--- config.mk ---
export PLATFORM = sky130hd
export DESIGN_NAME = ifetch_icache
export DESIGN_NICKNAME = d
export VERILOG_FILES = /design/src/rtl/ifetch_icache.sv
export SDC_FILE = /design/constraint.sdc
export NUM_CORES = 2
export LEC_CHECK = 0
export CORE_MARGIN = 1.5
export CORE_UTILIZATION = 25
export CTS_BUF_LIST = sky130_fd_sc_hd__clkbuf_16
export DETAILED_ROUTE_END_ITERATION = 10
export PLACE_DENSITY = 0.44
export RECOVER_POWER = 50
export SLEW_MARGIN = 30
export SYNTH_ARGS = -nofsm -noshare
export SYNTH_HDL_FRONTEND = slang
export SYNTH_SLANG_ARGS = --single-unit
--- constraint.sdc ---
create_clock -name clk -period 5.6 [get_ports clk]
set_input_delay 1.68 -clock clk [delete_from_list [all_inputs] [get_ports clk]]
set_output_delay 1.68 -clock clk [all_outputs]
set_load 0.02 [all_outputs]
--- src/rtl/ifetch_icache.sv ---
// rtl/ifetch_icache.sv - instruction fetch stage with a direct-mapped one-word-per-line instruction cache
module ifetch_icache #(
    parameter int ADDR_WIDTH = 32,
    parameter int IC_INDEX_BITS = 6,
    parameter logic [ADDR_WIDTH-1:0] RESET_PC = '0
) (
    input  logic                  clk,
    input  logic                  rst,
    input  logic                  rdy,
    input  logic                  in_mem_instr_done,
    input  logic [31:0]           in_mem_instr,
    output logic                  out_mem_get_instr,
    output logic [ADDR_WIDTH-1:0] out_mem_address,
    input  logic                  in_iq_full,
    output logic                  out_iq_valid,
    output logic [31:0]           out_iq_instr,
    output logic [ADDR_WIDTH-1:0] out_iq_pc,
    input  logic                  in_misbranch,
    input  logic [ADDR_WIDTH-1:0] in_jump_pc
);
    localparam int ENTRIES = 1 << IC_INDEX_BITS;
    localparam int TAG_W   = ADDR_WIDTH - IC_INDEX_BITS - 2;

    typedef enum logic {
        FETCH    = 1'b0,
        WAIT_MEM = 1'b1
    } state_t;

    state_t                  state, state_n;
    logic [ADDR_WIDTH-1:0]   pc, pc_n;
    logic [ENTRIES-1:0]      valid;
    logic [31:0]             data [ENTRIES];
    logic [TAG_W-1:0]        tags [ENTRIES];

    logic                    get_n, iq_valid_n, fill_en, hit;
    logic [ADDR_WIDTH-1:0]   addr_n, iq_pc_n;
    logic [31:0]             iq_instr_n;
    logic [IC_INDEX_BITS-1:0] pc_idx, fill_idx;
    logic [TAG_W-1:0]        pc_tag, fill_tag;

    assign pc_idx   = pc[IC_INDEX_BITS+1:2];
    assign pc_tag   = pc[ADDR_WIDTH-1:IC_INDEX_BITS+2];
    assign fill_idx = out_mem_address[IC_INDEX_BITS+1:2];
    assign fill_tag = out_mem_address[ADDR_WIDTH-1:IC_INDEX_BITS+2];
    assign hit      = valid[pc_idx] && (tags[pc_idx] == pc_tag);

    always_comb begin
        state_n    = state;
        pc_n       = pc;
        get_n      = 1'b0;
        addr_n     = out_mem_address;
        iq_valid_n = 1'b0;
        iq_instr_n = out_iq_instr;
        iq_pc_n    = out_iq_pc;
        fill_en    = 1'b0;
        if (in_misbranch) begin
            // A word landing with the redirect is still correct for its address, so keep it.
            pc_n    = in_jump_pc;
            state_n = FETCH;
            fill_en = (state == WAIT_MEM) && in_mem_instr_done;
        end else begin
            case (state)
                FETCH: begin
                    if (!in_iq_full) begin
                        if (hit) begin
                            iq_valid_n = 1'b1;
                            iq_instr_n = data[pc_idx];
                            iq_pc_n    = pc;
                            pc_n       = pc + ADDR_WIDTH'(4);
                        end else begin
                            get_n   = 1'b1;
                            addr_n  = pc;
                            state_n = WAIT_MEM;
                        end
                    end
                end
                WAIT_MEM: begin
                    if (in_mem_instr_done) begin
                        fill_en = 1'b1;
                        state_n = FETCH;
                    end
                end
                default: state_n = FETCH;
            endcase
        end
    end

    always_ff @(posedge clk) begin
        if (rst) begin
            state             <= FETCH;
            pc                <= RESET_PC;
            valid             <= '0;
            out_mem_get_instr <= 1'b0;
            out_mem_address   <= '0;
            out_iq_valid      <= 1'b0;
            out_iq_instr      <= '0;
            out_iq_pc         <= '0;
        end else if (rdy) begin
            state             <= state_n;
            pc                <= pc_n;
            out_mem_get_instr <= get_n;
            out_mem_address   <= addr_n;
            out_iq_valid      <= iq_valid_n;
            out_iq_instr      <= iq_instr_n;
            out_iq_pc         <= iq_pc_n;
            if (fill_en) begin
                valid[fill_idx] <= 1'b1;
            end
        end
    end

    // Line payload needs no reset; the valid bits gate every lookup.
    always_ff @(posedge clk) begin
        if (!rst && rdy && fill_en) begin
            data[fill_idx] <= in_mem_instr;
            tags[fill_idx] <= fill_tag;
        end
    end
endmodule

==> Yosys cells after proc, flatten, opt, wreduce, memory -nomap -nowiden <==
Memories as Yosys holds them, arrays and structs flattened. A register that Yosys moved wholly into a read port is not among the register bits.
Cells that the tools add are included.
{ "word_totals": {"regBits": 163, "latch_bits": 0, "mem_bits_rw": 3584, "rom_bits": 0, "word_cells": 58, "mem_count": 2} }
{ "memory_table": {"columns": ["memory", "depth", "word_bits", "rd", "rd_ports_with_merged_regs", "write_ports", "line", "text"], "rows": [
  ["data", 64, 32, 1, 1, 1, "32", "logic [31:0] data [ENTRIES];"],
  ["tags", 64, 24, 1, 1, 1, "33", "logic [TAG_W-1:0] tags [ENTRIES];"]
]} }
{ "op_classes": {"add_sub_neg": 1, "n_mul": 0, "n_div": 0, "order_cmp": 3, "n_eq_ne": 3, "shift": 0, "n_mux": 26, "n_bitwise": 5, "n_reduce_logical": 11} }
{ "op_table": {"columns": ["op", "n"], "rows": [
  ["$mux W32", 4],
  ["$or A64 B64 Y64", 1],
  ["$add A32 B3 Y32 const B", 1],
  ["$eq A24 B24 Y1", 1],
  ["$mux W1", 17],
  ["$lt A6 B7 Y1 const B", 2],
  ["$mux W6", 2],
  ["$reduce_and A5 Y1", 2],
  ["$bmux W1 S6", 1],
  ["$demux W1 S6", 1],
  ["$ge A6 B1 Y1 const B", 1],
  ["$logic_and A1 B1 Y1", 5],
  ["$not A1 Y1", 4],
  ["$reduce_and A4 Y1", 1],
  ["$ne A2 B1 Y1 const B", 1],
  ["$ne A2 B2 Y1 const B", 1],
  ["$pmux W1 S2", 1],
  ["$reduce_and A2 Y1", 1],
  ["$reduce_bool A2 Y1", 1],
  ["$logic_not A1 Y1", 1]
]} }

==> Depth between registers and ports, before layout <==
{ "depth": {"ltp_word": 9, "mapped_depth": 20, "ltp_nobuf": 11} }

==> Worst setup path before layout <==
Ideal clock, no wire load.
{ "synth_path": {"path_type": "input -> register", "startpoint": "input port in_mem_instr_done", "endpoint": "memory data[30][0], enable pin", "t_arrival_ns": 4.934, "t_required_ns": 5.128, "slack_ns": 0.194, "path_stages": 4, "path_buffers": 0, "cell_sequence": "nand2_1 nor4b_1 nand3_1 nor2_1"} }
{ "synth_between": {"elab_chain_len": 6} }
{ "synth_lines": {"columns": ["element", "line", "text"], "rows": [
  ["start, declared", "10", "input logic in_mem_instr_done,"],
  ["$mux W1", "78", "if (in_mem_instr_done) begin"],
  ["$mux W1", "62", "case (state)"],
  ["$mux W1 *", "56", "if (in_misbranch) begin"],
  ["$logic_and A1 B1 Y1 *", "114", "if (!rst && rdy && fill_en) begin"],
  ["$mux W1 *", "114", null],
  ["$mux W1 (implied by the code) *", "115", "data[fill_idx] <= in_mem_instr;"],
  ["end, declared", "32", null]
]} }
Mark *: on every way between the ends. The rest lies on a longest branch, timed or not.

==> Final worst setup path <==
{ "layout_path": {"startpoint": "input port rdy", "endpoint": "memory tags[7][22] in the netlist's numbering, enable pin"} }
{ "layout_between": {"elab_chain_len": 4} }
{ "layout_lines": {"columns": ["element", "line", "text"], "rows": [
  ["start, declared", "9", "input logic rdy,"],
  ["$logic_and A1 B1 Y1 (2 in a row)", "114", null],
  ["$mux W1", "114", null],
  ["$mux W1 (implied by the code)", "116", "tags[fill_idx] <= fill_tag;"],
  ["end, declared", "33", null]
]} }
Every way passes these cells.

==> impl_metrics.yaml <==
layout:
  layout-drive-gt1-share_pct: 27.6
  fin_util_pct: 29.8
  fin_nets: 7203
  fin_area_mm2: 0.172
  nFillCells: 56110
  area_growth_pct: 18.6
die:
  num_rows: 279
  ios: 168
  start_util_pct: 25.1
  core_mm2: 0.578
  dieHeight_um: 765
  die_x_um: 765
  die-area_mm2: 0.586
setup_path:
  reg2reg_to: "pc[5]"
  cp.required_ps: 6100
  arrival_ps: 6060
  start_kind: "input pin"
  endpoint_kind: "flop"
  cp_max_fo: 22
  worstSetupPathType: "input pin to flop"
  r2r_cells: 14
  r2r_slack_ps: 290
  startpoint: "rdy"
  crit_path_end: "tags[7][22]"
detailed_routing:
  drt_iter0_drc: 9093
  firstDrtPassIters: 5
  drc: 0
  wl_met3_um: 32300
  top_layer: "met5"
  vias: 74310
  drt_wl_total_um: 508000
  wl_met2_um: 246000
  met1Wirelength_um: 218000
  wl_per_cell_um: 33.4
  ant_nets: 0
  vias_per_cell: 4.89
global_routing:
  grt_first_pass_wirelength_um: 682000
  grt_pass1_vias: 75592
  grt.total_usage_pct: 16.9
  antenna_found_initial: 44
  overflow: 0
  grt_max_degree: 132
logic_synthesis:
  ys_seq_area_share_pct: 76.9
  syn_area_per_cell_um2: 22.1
  yosysWarningCount: 0
  ys.flop_type: "edfxtp_1"
  synth_edf_count: 3584
  synthArstFlopShare_pct: 0
  synth_seq_cells: 3785
  syn-num-nets: 6639
  yosysUniqueCellTypes: 77
  synthCells: 6568
  syn-cell-area_mm2: 0.145
clock_network:
  clk_path_buf_depth: 4
  clock_latency_ps: 1020
  cts_buffers: 400
  h-tree-depth: 5
  clock-root-buffer: "clkbuf_16"
  cts_tree: "built"
  clk_pin_slew_worst_paths_ps: 60
  clkSinkCount: 3785
  holdBufCountCts: 0
timing:
  tns_ps: 0
  fin_crit_ps: 5560
  drv_slew: 3645
  setup_viol: 0
  tightest_slew_ps: 3630
  hold_ws_ps: 449
  fin_worst_skew_ps: 79.1
  max_freq_mhz: 180
  maxSlewHeadroom_pct: -142
  finalCritPeriodShare_pct: 99.2
  rsz0062_at_grt: "false"
  hold_violations: 0
placement:
  dp_hpwl_um: 283000
  globalplace.congestion: 0.789
  place_area_mm2: 0.160
  port_buffers: 167
pwr:
  p_per_area_mw_per_mm2: 345
  p_comb_share_pct: 3.9
  switchingPower_mw: 13.0
  p_clk_share_pct: 44.0
  p_leak_nw: 51.0
  max-vdd-ir-drop_uv: 278
  seq_power_share_pct: 52.0
  swShare_pct: 21.8
  power_mw: 59.4
  p_int_mw: 46.4
run:
  maxCapViolations: 69
run_status:
  violations: "capacitance limit, slew limit"
  outcome: "finished, violations left"
hold_path:
  hp-class: "flop to flop"
[cells by family (layout without fill, tap and decap cells)]
| kind of cell | Yosys count | count (layout) | share of synthesized area [%] |
|---|---|---|---|
| xor gates and xnor gates | 14 | 14 | 0.0844 |
| muxes | 1230 | 1230 | 17.4 |
| and+or+nand+nor | 673 | 673 | 2.22 |
| other | 0 | 11 | 0 |
| DFF | 3785 | 3785 | 76.9 |
| adders and majority gates | 1 | 1 | 0.00861 |
| buffers and inverters | 403 | 1304 | 1.23 |
| AOI/OAI and AO/OA | 462 | 462 | 2.19 |
[worst max-delay path: stages]
cell and delay, ps:
dlygate4sd3_1 600, nand2_1 140, nor4bb_1 290, buf_4 200, nand3_1 90, buf_4 230, nor2_1 270, clkbuf_1 2420
[cell usage after synthesis (24+ instances only)]
cell,n,share of area (%)
a21o_1,66,0.34
a21oi_1,107,0.37
a22oi_1,50,0.26
and3_1,24,0.10
buf_1,68,0.18
buf_2,69,0.24
buf_4,30,0.16
clkbuf_1,212,0.55
dfxtp_1,201,2.8
edfxtp_1,3584,74
mux2i_1,175,1.2
mux4_2,1035,16
nand2_1,238,0.62
nand3_1,99,0.34
nor2_1,144,0.37
nor2b_1,27,0.12
o21ai_0,38,0.13
o22ai_1,48,0.21
[state kept, by name (all words and copies together), names as in the netlist, named ones only]
name	count
data	2048
out_iq_instr	32
out_iq_pc	32
out_iq_valid	1
out_mem_address	32
out_mem_get_instr	1
pc	32
state	1
tags	1536
valid	64
[power groups by stage]
stage / clock network, mW / registers [mW] / logic [mW]
floorplan: 0 / 31.4 / 1.34
global placement: 0 / 31.5 / 2.35
detailed placement: 0 / 31.5 / 2.38
CTS: 26.7 / 30.9 / 2.38
global route: 27.7 / 30.9 / 2.47
finish: 26.1 / 30.9 / 2.34
[how the worst min path moves through the flow]
stage          cells past startpoint  slack [ps]  startpoint        end
5_1_grt                            1         460    valid[1]   valid[1]
4_1_cts                            1         450   valid[44]  valid[44]
6_report                           1         450   valid[57]  valid[57]
2_1_floorplan                      1         420   valid[10]  valid[10]
3_3_place_gp                       1         430   valid[15]  valid[15]
3_5_place_dp                       1         430   valid[44]  valid[44]
[final cells by class]
type,count,area [um^2],share of cell area (%)
Sequential cell,3785,112000,64.8
Multi-Input combinational cell,2380,32300,18.7
Clock buffer,407,10200,5.91
Clock inverter,332,2540,1.47
Inverter,13,51.3,0.0298
Tap cell,7727,9670,5.61
Antenna cell,11,27.5,0.0160
Timing Repair Buffer,552,5850,3.40
[per-layer routing]
metal  GRT usage [%]  vias to the layer above
met4            3.52                       14
li1                -                    29038
met5               0                        -
met3            2.55                      595
met2            28.1                     2961
met1            23.5                    41702
[cells in the final DEF, fill, tap and decap left out, types with 59 or more instances in the layout]
| cell type | count |
|---|---|
| a21o_1 | 66 |
| a21oi_1 | 107 |
| buf_12 | 123 |
| buf_4 | 208 |
| clkbuf_1 | 59 |
| clkbuf_16 | 407 |
| clkdlybuf4s50_1 | 132 |
| clkinv_1 | 95 |
| clkinv_2 | 67 |
| dfxtp_1 | 184 |
| edfxtp_1 | 3584 |
| inv_1 | 104 |
| mux2i_1 | 175 |
| mux4_2 | 1035 |
| nand2_1 | 238 |
| nand3_1 | 99 |
| nor2_1 | 89 |
[per-stage QoR]
step	instances	setup slack (ps)
after floorplan	6568	194
after global placement	14450	219
after detailed placement	14453	282
after CTS	15192	254
after global routing	15199	75.4
final	15207	43.4
[timing repair]
action	in CTS	in global routing
endpoints found under the setup margin	0	1
setup buffers	0	1
gates resized for setup	0	0
Power figures use the tool's default switching activity.
